<file path="src/rtl/multicycle_ctrl.sv">
// Multi-cycle RV32I sequencer: owns pc/ir and steps each instruction
// through FETCH, DECODE, EXEC, MEM and WB with ready-based memory handshakes.
module multicycle_ctrl #(
    parameter logic [31:0] RESET_PC = 32'h0000_0000
) (
    input  logic        clk,
    input  logic        rst_n,
    output logic        imem_req,
    input  logic        imem_ready,
    input  logic [31:0] instr_rdata,
    output logic        dmem_req,
    output logic        dmem_we,
    output logic [31:0] dmem_addr,
    input  logic        dmem_ready,
    input  logic [31:0] alu_rd,
    input  logic        alu_take_branch,
    input  logic [31:0] imm,
    input  logic [31:0] rs1,
    output logic [31:0] pc,
    output logic [31:0] ir,
    output logic [6:0]  opcode,
    output logic [2:0]  funct3,
    output logic        rf_we,
    output logic [1:0]  wb_sel,
    output logic        retire,
    output logic        halted,
    output logic [1:0]  cause
);

    localparam logic [2:0] S_FETCH  = 3'd0;
    localparam logic [2:0] S_DECODE = 3'd1;
    localparam logic [2:0] S_EXEC   = 3'd2;
    localparam logic [2:0] S_MEM    = 3'd3;
    localparam logic [2:0] S_WB     = 3'd4;
    localparam logic [2:0] S_HALT   = 3'd5;

    localparam logic [6:0] OP_LOAD   = 7'b0000011;
    localparam logic [6:0] OP_STORE  = 7'b0100011;
    localparam logic [6:0] OP_IMM    = 7'b0010011;
    localparam logic [6:0] OP_OP     = 7'b0110011;
    localparam logic [6:0] OP_LUI    = 7'b0110111;
    localparam logic [6:0] OP_AUIPC  = 7'b0010111;
    localparam logic [6:0] OP_JAL    = 7'b1101111;
    localparam logic [6:0] OP_JALR   = 7'b1100111;
    localparam logic [6:0] OP_BRANCH = 7'b1100011;
    localparam logic [6:0] OP_SYSTEM = 7'b1110011;

    logic [2:0]  state_q, state_d;
    logic [31:0] pc_q, pc_d;
    logic [31:0] ir_q, ir_d;
    logic [31:0] alu_out_q, alu_out_d;
    logic [31:0] npc_q, npc_d;
    logic [1:0]  cause_q, cause_d;
    logic [31:0] pc_plus4;
    logic [31:0] target;
    logic        legal;
    logic        writes_rd;

    assign opcode = ir_q[6:0];
    assign funct3 = ir_q[14:12];

    always_comb begin
        legal     = 1'b0;
        writes_rd = 1'b0;
        case (opcode)
            OP_LOAD, OP_IMM, OP_OP, OP_LUI,
            OP_AUIPC, OP_JAL, OP_JALR: begin
                legal     = 1'b1;
                writes_rd = 1'b1;
            end
            OP_STORE, OP_BRANCH: legal = 1'b1;
            default: ;
        endcase
    end

    assign pc_plus4 = pc_q + 32'd4;

    always_comb begin
        case (opcode)
            OP_BRANCH: target = alu_take_branch ? pc_q + imm : pc_plus4;
            OP_JAL:    target = pc_q + imm;
            OP_JALR:   target = (rs1 + imm) & ~32'h1;
            default:   target = pc_plus4;
        endcase
    end

    always_comb begin
        state_d   = state_q;
        pc_d      = pc_q;
        ir_d      = ir_q;
        alu_out_d = alu_out_q;
        npc_d     = npc_q;
        cause_d   = cause_q;
        case (state_q)
            S_FETCH: begin
                if (imem_ready) begin
                    ir_d    = instr_rdata;
                    state_d = S_DECODE;
                end
            end
            S_DECODE: begin
                if (legal) begin
                    state_d = S_EXEC;
                end else if (opcode == OP_SYSTEM) begin
                    cause_d = 2'b01;
                    state_d = S_HALT;
                end else begin
                    cause_d = 2'b10;
                    state_d = S_HALT;
                end
            end
            S_EXEC: begin
                alu_out_d = alu_rd;
                npc_d     = target;
                // A misaligned target halts before any side effect.
                if (target[1:0] != 2'b00) begin
                    cause_d = 2'b11;
                    state_d = S_HALT;
                end else if (opcode == OP_LOAD || opcode == OP_STORE) begin
                    state_d = S_MEM;
                end else begin
                    state_d = S_WB;
                end
            end
            S_MEM: begin
                if (dmem_ready) state_d = S_WB;
            end
            S_WB: begin
                pc_d    = npc_q;
                state_d = S_FETCH;
            end
            default: state_d = S_HALT;
        endcase
    end

    always_ff @(posedge clk or negedge rst_n) begin
        if (!rst_n) begin
            state_q   <= S_FETCH;
            pc_q      <= RESET_PC;
            ir_q      <= 32'h0000_0013;
            alu_out_q <= 32'h0;
            npc_q     <= RESET_PC;
            cause_q   <= 2'b00;
        end else begin
            state_q   <= state_d;
            pc_q      <= pc_d;
            ir_q      <= ir_d;
            alu_out_q <= alu_out_d;
            npc_q     <= npc_d;
            cause_q   <= cause_d;
        end
    end

    // State resets to FETCH, so gate the fetch request while reset is held.
    assign imem_req  = rst_n && (state_q == S_FETCH);
    assign dmem_req  = (state_q == S_MEM);
    assign dmem_we   = dmem_req && (opcode == OP_STORE);
    assign dmem_addr = alu_out_q;
    assign retire    = (state_q == S_WB);
    assign rf_we     = retire && writes_rd && (ir_q[11:7] != 5'd0);
    assign halted    = (state_q == S_HALT);
    assign cause     = cause_q;
    assign pc        = pc_q;
    assign ir        = ir_q;

    always_comb begin
        case (opcode)
            OP_LOAD:         wb_sel = 2'b01;
            OP_JAL, OP_JALR: wb_sel = 2'b10;
            OP_AUIPC:        wb_sel = 2'b11;
            default:         wb_sel = 2'b00;
        endcase
    end

endmodule

</file>
<file path="config.mk">
export PLATFORM = sky130hd
export DESIGN_NAME = multicycle_ctrl
export DESIGN_NICKNAME = d
export VERILOG_FILES = /design/src/rtl/multicycle_ctrl.sv
export SDC_FILE = /design/constraint.sdc
export NUM_CORES = 1
export LEC_CHECK = 0
export CORE_MARGIN = 2
export CORE_UTILIZATION = 51
export DETAILED_ROUTE_END_ITERATION = 6
export GPL_ROUTABILITY_DRIVEN = 0
export PLACE_DENSITY = 0.85
export SYNTH_ARGS = -nofsm -noshare
export SYNTH_HDL_FRONTEND = slang
export SYNTH_SLANG_ARGS = --single-unit
</file>
<file path="constraint.sdc">
create_clock -name clk -period 3.4 [get_ports clk]
set_input_delay 0.68 -clock clk [delete_from_list [all_inputs] [get_ports clk]]
set_output_delay 0.68 -clock clk [all_outputs]
set_load 0.02 [all_outputs]
</file>
==> flow_metrics.py <==
metrics = {
    "clocking": {
        "clockRootBuffer": "clkbuf_16",
        "path_clk_slew_ns": 0.08,
        "cts_tree": "yes",
        "numCtsBuffers": 17,
        "clock_latency_ns": 0.44,
        "cts_hold_buffers": 0,
        "clockBufferDepth": 2,
        "htreeDepth": 4,
        "cts.sinks": 133,
    },
    "timing": {
        "hold_viol_final": 0,
        "max_freq_ghz": 0.303,
        "period_minus_slack_ns": 3.30,
        "finClkSkew_ns": 0.0175,
        "worst_pin_slew_ns": 0.907,
        "slew_headroom_pct": 39.5,
        "rsz0062_at_grt": "false",
        "holdWs_ns": 0.431,
        "final-setup-viol-count": 0,
        "fin_ws_ns": 0.0987,
        "slew_violations": 0,
        "period_share_pct": 97.1,
    },
    "setup_path": {
        "r2r_slack_ns": 0.52,
        "worstPathRequired_ns": 3.70,
        "r2r_start": "pc[0]",
        "critPathMaxFanout": 3,
        "end_kind": "flop",
        "r2r_cells": 11,
        "critPathArrivalTime_ns": 3.60,
        "setup.worst_path.class": "in -> reg",
        "cp-start-kind": "primary input",
        "r2r-end": "npc_q[26]",
        "worstSetupStartpoint": "imm[1]",
    },
    "grt": {
        "use_met3_pct": 8.48,
        "first_global_vias": 10415,
        "overflow": 0,
        "grtUsageTotal_pct": 32.9,
        "antenna_found_initial": 0,
        "use_met2_pct": 55.5,
        "gr-usage-met1_pct": 40.8,
        "busiest_layer": "met2",
        "grt_pass1_wl_um": 53000,
        "grt_max_degree": 72,
    },
    "floorplanning": {
        "start_util_pct": 52.5,
        "core_mm2": 0.0188,
        "die_w_um": 143,
        "rows": 50,
        "io_pins": 249,
        "die_y_um": 143,
        "die-area_mm2": 0.0205,
    },
    "layout": {
        "diodes": 0,
        "drive_above_1_share_pct": 16.6,
        "areaGrowthSynthToFinish_pct": 39.6,
        "final_cells": 1695,
        "final_util_pct": 73.3,
        "nNetsFinal": 1619,
        "fill_cells": 1323,
    },
    "routing": {
        "first_pass_iters": 6,
        "drc": 0,
        "wire_per_inst_um": 20.0,
        "vias_per_cell": 6.09,
        "totalWireLength_um": 33900,
        "dr.first_iter.drc_count": 935,
        "vias": 10317,
        "antenna_left": 0,
    },
    "placed_design": {
        "port_buffers": 248,
        "placedCellCount": 1663,
        "dp_hpwl_um": 25000,
        "dp_slack_ns": -0.301,
    },
    "synth": {
        "synth_area_mm2": 0.00988,
        "async_reset_ff_share_pct": 100,
        "ys_seq_elements": 133,
        "syn_area_per_cell_um2": 8.84,
        "seq_area_frac_synth_pct": 33.7,
        "synth_top_area_share_pct": 32.9,
        "synth_area_leaders": "dfrtp_1 (33%), ha_1 (7.9%), mux2_2 (7.5%)",
        "yosysTopAreaCell": "dfrtp_1",
        "synth_nets": 1315,
        "synthFlopType": "dfrtp_1",
        "synth_warnings": 0,
        "synthCells": 1118,
        "synth_edf_count": 0,
        "ys_types": 81,
    },
    "min_path": {
        "hp-class": "in -> async",
    },
    "status": {
        "status": "finished clean",
    },
    "power_and_ir_drop": {
        "ir_drop_v": 0.000355,
        "power_leakage_uw": 0.00615,
        "p_per_area_mw_per_mm2": 384,
    },
    "job": {
        "max_cap_viol_count": 0,
    },
}
==> stage by stage <==
step                setup TNS (ns)  instance area (um2)  total power (uW)
floorplan                        0                 9880              2600
global placement             -1.14                13100              3240
detailed placement           -2.51                13100              3280
CTS                              0                13800              5270
global route                     0                13800              5490
finish                           0                13800              5290
==> area by class of cell <==
cell class,count,area [um2],area share [%]
clock buffers,17,425,3.08
clock inverters,15,209,1.51
inverters,21,78.8,0.571
multi-input cells,896,6140,44.5
flip-flops and latches,133,3330,24.2
well taps,260,325,2.36
repair buffers,353,3280,23.8
==> report_power, final <==
group | total [uW] | switching [uW] | leakage, uW | internal [uW]
clock network | 1990 | 857 | 0.000310 | 1130
registers | 1730 | 94.5 | 0.00151 | 1640
logic | 1570 | 797 | 0.00433 | 776
==> cells in the final DEF, fill, tap and decap left out, types with 6 or more instances in the layout <==
| cell type | count |
|---|---|
| o21ai_0 | 53 |
| inv_1 | 20 |
| a31oi_1 | 20 |
| mux2_2 | 66 |
| nor2_1 | 57 |
| a21o_1 | 29 |
| a211oi_1 | 8 |
| nand3_1 | 31 |
| clkbuf_16 | 17 |
| and3_1 | 16 |
| nand2b_1 | 11 |
| clkdlybuf4s50_1 | 246 |
| ha_1 | 62 |
| xor2_1 | 21 |
| and2_1 | 7 |
| xnor2_1 | 48 |
| nor3_1 | 20 |
| o21a_1 | 12 |
| o211ai_1 | 14 |
| o21bai_1 | 7 |
| a221oi_1 | 6 |
| a21oi_1 | 77 |
| buf_4 | 104 |
| a222oi_1 | 9 |
| or3_1 | 7 |
| nand4_1 | 25 |
| nand2_1 | 182 |
| dfrtp_1 | 130 |
==> Yosys cell counts (5+ instances only) <==
library cell  number
nor2_1            58
o22ai_1            5
and2_1             8
a222oi_1           9
a211oi_1           8
xor2_1            21
nor3_1            20
a31oi_1           20
o31ai_1            5
o21ai_0           53
o2111ai_1          5
nand4_1           25
a21oi_1           78
dfrtp_1          130
or3_1              7
and4_1             5
mux2_2            66
clkbuf_1          40
nand2b_1          11
buf_4             15
xnor2_1           48
o21bai_1           7
buf_2              8
o21a_1            12
nand2_1          183
o211ai_1          14
o221ai_1           5
and3_1            16
ha_1              62
inv_1             20
a21o_1            29
nand3_1           31
a221oi_1           6
==> worst max-delay path, cell delays in order <==
cell and delay [ns]:
clkdlybuf4s50_1 0.43, buf_4 0.15, ha_1 0.19, a21oi_1 0.26, a211oi_2 0.15, o31ai_1 0.55, a21oi_1 0.22, buf_4 0.19
nor3_2 0.18, xnor2_1 0.11, a222oi_1 0.36, o21ai_0 0.14
==> state kept, by name, indices dropped and copies added (netlist names) <==
signal     cells
cause          2
npc_q         32
state_q        3
ir            32
pc            32
dmem_addr     32
==> cells by family after synthesis <==
family	after synthesis	synth area share, %
xor+xnor	69	6.12
compound gates	296	20.4
mux	70	7.93
flops	133	33.7
fa+ha+maj	64	8.26
buf+inv	89	4.44
simple gates	397	19.2
==> how the worst max path moves through the flow <==
stage | end | cells past startpoint
2_1_floorplan | npc_q[26] | 11
3_3_place_gp | npc_q[26] | 12
3_5_place_dp | npc_q[26] | 12
4_1_cts | npc_q[26] | 12
5_1_grt | npc_q[22] | 12
6_report | npc_q[15] | 12
==> per-layer routing <==
metal,vias up,routed length (um)
met5,-,0
met4,0,999
met3,99,3210
met2,608,16600
met1,4919,13100
li1,4691,-
==> repair_timing <==
item	4_1_cts	5_1_grt
gates resized for setup	1	4
buffers inserted	0	0
pin swaps	0	0
setup endpoints to repair	1	3
No activity file was read; power rests on OpenSTA's default activity.
==> edit 1 (config.mk and constraints unchanged) <==
Reset style: synchronous (`rst_n`), changed in one clocked block.
--- a/src/rtl/multicycle_ctrl.sv
+++ b/src/rtl/multicycle_ctrl.sv
@@ -133,7 +133,7 @@
         endcase
     end
 
-    always_ff @(posedge clk or negedge rst_n) begin
+    always_ff @(posedge clk) begin
         if (!rst_n) begin
             state_q   <= S_FETCH;
             pc_q      <= RESET_PC;
Check against the original RTL: differs if rst_n is asserted again (counterexample within 4 cycles, from zero or initial values and one cycle with rst_n low); with rst_n held inactive, the same outputs for 10 cycles.
==> edit 1 against the original RTL <==
Critical path depth grew 1; sequential cell count unchanged; routed wire length is 5.4% lower; total power rose by 16%; global-route usage fell by 1.9 points; highest routed layer unchanged; synthesized area fell by 1.6%; cell area shrank 3.8%; worst setup slack improved by 0.15 ns; clock power shrank 6%.
==> edit 1: results (changes against the original RTL) <==
.. list-table::
   :header-rows: 1

   * - Metric
     - Value
   * - Fraction of final layout cells with drive strength greater than 1
     - 0.0875 (-0.0784)
   * - Cell types with the largest area share after synthesis
     - sky130_fd_sc_hd__dfxtp_1 (27%), sky130_fd_sc_hd__nand2_1 (10%), sky130_fd_sc_hd__ha_1 (8.0%), sky130_fd_sc_hd__a21boi_0 (7.3%), sky130_fd_sc_hd__a21oi_1 (5.4%)
   * - Main synth FF type
     - sky130_fd_sc_hd__dfxtp_1
   * - Post-synthesis cell type count
     - 85 (+4.9%)
   * - GRT Total Usage
     - 0.310 (-0.0191)
   * - Result of the run
     - finished, final reports clean
   * - Most used standard cells in the synthesized netlist
     - sky130_fd_sc_hd__nand2_1 (272), sky130_fd_sc_hd__dfxtp_1 (133), sky130_fd_sc_hd__a21oi_1 (104)
   * - Min-delay worst type
     - register to register
   * - Total length of routed wires
     - 32,100 microns (-5.4%)
   * - Largest net degree at the start of global routing
     - 62 (-14%)
   * - Number of global-route vias before repair
     - 10.2k (-2.3%)
   * - Leakage Power
     - 5.23 nW (-15%)
   * - Async S/R FF share, synth
     - 0 (-1.00)
   * - Synthesized area divided by synthesized cell count
     - 7.51 sq um (-15%)
   * - Pre-CTS worst setup slack
     - -0.126 ns (+0.175 ns)
   * - Share of synthesized area occupied by flip-flops and latches
     - 0.274 (-0.0634)
   * - Post-synthesis net count
     - 1,492 (+13%)
   * - CP arrival
     - 3.46 ns (-0.14 ns)
   * - Worst slew margin relative to its limit
     - 0.338 (-0.0577)
   * - End point of the critical path
     - npc_q[30]
   * - Post-synthesis to final-layout area growth
     - 36.4%
   * - Total die area
     - 20,200 sq um (-1.5%)
   * - Time the final worst path needs with I/O delays and setup
     - 3.15 ns (-0.150 ns)
   * - Setup crit start
     - imm[0]
   * - Final HPWL from detailed placement
     - 23,600 microns (-5.7%)
==> edit 1: power by group through the flow <==
stage / logic (mW) / clock network, mW / registers [mW]
2_1_floorplan: 1.22 / 0 / 2.11
3_3_place_gp: 2.17 / 0 / 2.01
3_5_place_dp: 2.21 / 0 / 2.02
4_1_cts: 2.23 / 1.89 / 1.99
5_1_grt: 2.44 / 1.97 / 2.02
6_report: 2.25 / 1.87 / 1.99
==> edit 1: cell type report <==
class,instances,area share
Inverter,26,0.00736
Clock buffer,17,0.0321
Tap cell,234,0.0221
Sequential cell,133,0.201
Clock inverter,15,0.0121
Timing Repair Buffer,322,0.229
Multi-Input combinational cell,1053,0.497
==> edit 1: layer usage <==
metal,share of wire,global-route usage
met2,0.47,0.516
met1,0.40,0.391
met5,0,0
met4,0.024,0.100
met3,0.11,0.0821
==> edit 1: critical path, stage by stage <==
cell,delay [ns]
sky130_fd_sc_hd__clkdlybuf4s50_1,0.51
sky130_fd_sc_hd__ha_1,0.20
sky130_fd_sc_hd__inv_1,0.07
sky130_fd_sc_hd__fa_1,0.38
sky130_fd_sc_hd__nor2b_1,0.16
sky130_fd_sc_hd__o31ai_1,0.16
sky130_fd_sc_hd__a211oi_2,0.34
sky130_fd_sc_hd__o21a_1,0.21
sky130_fd_sc_hd__o21ai_2,0.07
sky130_fd_sc_hd__buf_4,0.15
sky130_fd_sc_hd__a211oi_1,0.26
sky130_fd_sc_hd__nand4bb_1,0.18
sky130_fd_sc_hd__nand3_1,0.09
==> edit 1: logic make-up after synthesis <==
logic type | count (synthesis) | share of synthesized area
AOI/OAI and AO/OA | 421 | 0.297
and+or+nand+nor | 496 | 0.231
DFF | 133 | 0.274
buffers and inverters | 109 | 0.0485
muxes | 6 | 0.00618
xor gates and xnor gates | 66 | 0.0594
adders and majority gates | 64 | 0.0839
==> edit 2 (config.mk and constraints unchanged) <==
Without the edit above. Remove the case item `OP_JAL` of the case on `opcode`.
--- a/src/rtl/multicycle_ctrl.sv
+++ b/src/rtl/multicycle_ctrl.sv
@@ -78,7 +78,6 @@
     always_comb begin
         case (opcode)
             OP_BRANCH: target = alu_take_branch ? pc_q + imm : pc_plus4;
-            OP_JAL:    target = pc_q + imm;
             OP_JALR:   target = (rs1 + imm) & ~32'h1;
             default:   target = pc_plus4;
         endcase
Behaviour: not the same (a bounded check fails within 4 cycles, from zero or initial values and one cycle with rst_n low).
==> edit 2 against the original RTL <==
Synthesized cell count up 1.9%; core utilization down 2.1 points; sequential share of layout area up 0.15 points; register-to-register slack worse by 0.04 ns; routed wire length down 3.2%; cell area down 0.63%; worst hold slack worse by 0.10 ns; synthesized area up 0.41%; global-route usage down 0.73 points; worst setup slack better by 0.034 ns; sequential cell count unchanged; highest routed layer unchanged.
Power is not compared: it rests on default switching activity, and its combinational part moved more than twofold at a synthesized area within 25%.
==> edit 2: results (changes against the original RTL) <==
.. list-table::
   :header-rows: 1

   * - Metric
     - Value
   * - Fill count
     - 1,459 (+10%)
   * - Pre-CTS worst setup slack
     - -0.158 ns (+0.143 ns)
   * - Iter 0 DRT Violations
     - 721 (-23%)
   * - Cell types with the largest area share after synthesis
     - sky130_fd_sc_hd__dfrtp_1 (33%), sky130_fd_sc_hd__ha_1 (7.8%), sky130_fd_sc_hd__mux2_2 (6.9%), sky130_fd_sc_hd__nand2_1 (6.5%), sky130_fd_sc_hd__a21oi_1 (3.8%)
   * - Synthesized instance count
     - 1,139 (+1.9%)
   * - End point of the critical path
     - dmem_we
   * - Result of the run
     - finished, final reports clean
   * - Clock Skew
     - 0.0152 ns (-0.00228 ns)
   * - Non-filler instance count after layout
     - 1,708 (+0.77%)
   * - Clock input transition at the sequential cells of the worst setup and hold paths
     - 0.08 ns (about the same)
   * - Worst VDD drop
     - between 0.3 and 0.4 mV
   * - Met2 wirelength from detailed routing
     - 15,500 microns (-6.4%)
   * - Critical path peak fanout
     - 5 (+2)
   * - CP arrival
     - 2.59 ns (-1.01 ns)
   * - First-pass GRT wire length
     - 52,200 microns (-1.6%)
   * - Most used standard cells in the synthesized netlist
     - sky130_fd_sc_hd__nand2_1 (172), sky130_fd_sc_hd__dfrtp_1 (130), sky130_fd_sc_hd__nor2_1 (85)
   * - Initial antenna violation count
     - 1 (+1)
   * - Worst reg2reg path startpoint
     - pc[11]
   * - RR Endpoint
     - npc_q[24]
   * - Count of buffers from port buffering
     - 248 (unchanged)
   * - Amount of wire on met3 after detailed routing
     - 3370 microns (+5.0%)
   * - Time the final worst path needs with I/O delays and setup
     - 3.27 ns (-0.0337 ns)
   * - Post-synthesis cell type count
     - 92 (+14%)
   * - Final HPWL from detailed placement
     - 24,100 microns (-3.9%)
   * - Largest net degree at the start of global routing
     - 134 (+86%)
   * - Routed wirelength normalized by instance count
     - 19.2 microns (-3.9%)
   * - Reg2reg path depth
     - 9 (-2)
   * - Net count reported at finish
     - 1,627 (+0.49%)
   * - Fraction of final layout cells with drive strength greater than 1
     - 0.150 (-0.0155)
   * - Critical-path cell with the highest stage delay
     - sky130_fd_sc_hd__clkdlybuf4s50_1
   * - Met1 wire length
     - 12,600 microns (-4.2%)
   * - Share of synthesized area occupied by flip-flops and latches
     - 0.336 (-0.00136)
   * - Setup crit start
     - ir[1]
   * - GRT Total Usage
     - 0.322 (-0.00731)
   * - Worst setup slack for register-to-register paths
     - 0.48 ns (-0.04 ns)
   * - Worst slew margin relative to its limit
     - 0.470 (+0.0746)
edit 2: through the flow:
stage	utilization	instance area (sq um)	hold WS (ns)	power, mW
2_1_floorplan	-	9920	0.384	1.94
3_3_place_gp	0.680	13100	0.457	2.28
3_5_place_dp	0.680	13100	0.462	2.30
4_1_cts	0.711	13700	0.440	4.15
5_1_grt	0.711	13700	0.395	4.27
6_report	0.711	13700	0.331	4.14
edit 2: logic make-up (layout without fill, tap and decap cells):
| kind of cell | Yosys count | in the layout | synth area share |
|---|---|---|---|
| XOR/XNOR | 66 | 66 | 0.0583 |
| multiplexers | 72 | 72 | 0.0806 |
| AND/OR/NAND/NOR | 411 | 411 | 0.197 |
| flip-flops | 133 | 133 | 0.336 |
| adder cells (fa/ha/maj) | 64 | 64 | 0.0822 |
| buffers and inverters | 85 | 389 | 0.0372 |
| AO/OA/AOI/OAI | 308 | 308 | 0.209 |
edit 2: per-layer routing:
metal | vias up | track usage
met3 | 127 | 0.0856
li1 | 4735 | -
met5 | - | 0
met1 | 4861 | 0.391
met4 | 0 | 0.146
met2 | 594 | 0.535
edit 2: timing repair:
item | 4_1_cts | 5_1_grt
resized for setup | 0 | 2
setup endpoints to repair | 0 | 2
hold buffers | 0 | 0
edit 2: layout make-up:
type,instances,area [sq um],area share
Multi-Input combinational cell,921,6240,0.456
Sequential cell,133,3330,0.243
Timing Repair Buffer,330,3110,0.227
Clock buffer,17,425,0.0310
Tap cell,265,332,0.0242
Clock inverter,15,161,0.0118
Inverter,27,101,0.00739
edit 2: critical path: cells and delay by family, from the launching register on:
family / cells / cell delay (ns)
AND/OR/NAND/NOR: 4 / 0.93
flip-flops: 1 / 0.59
buffers and inverters: 1 / 0.64
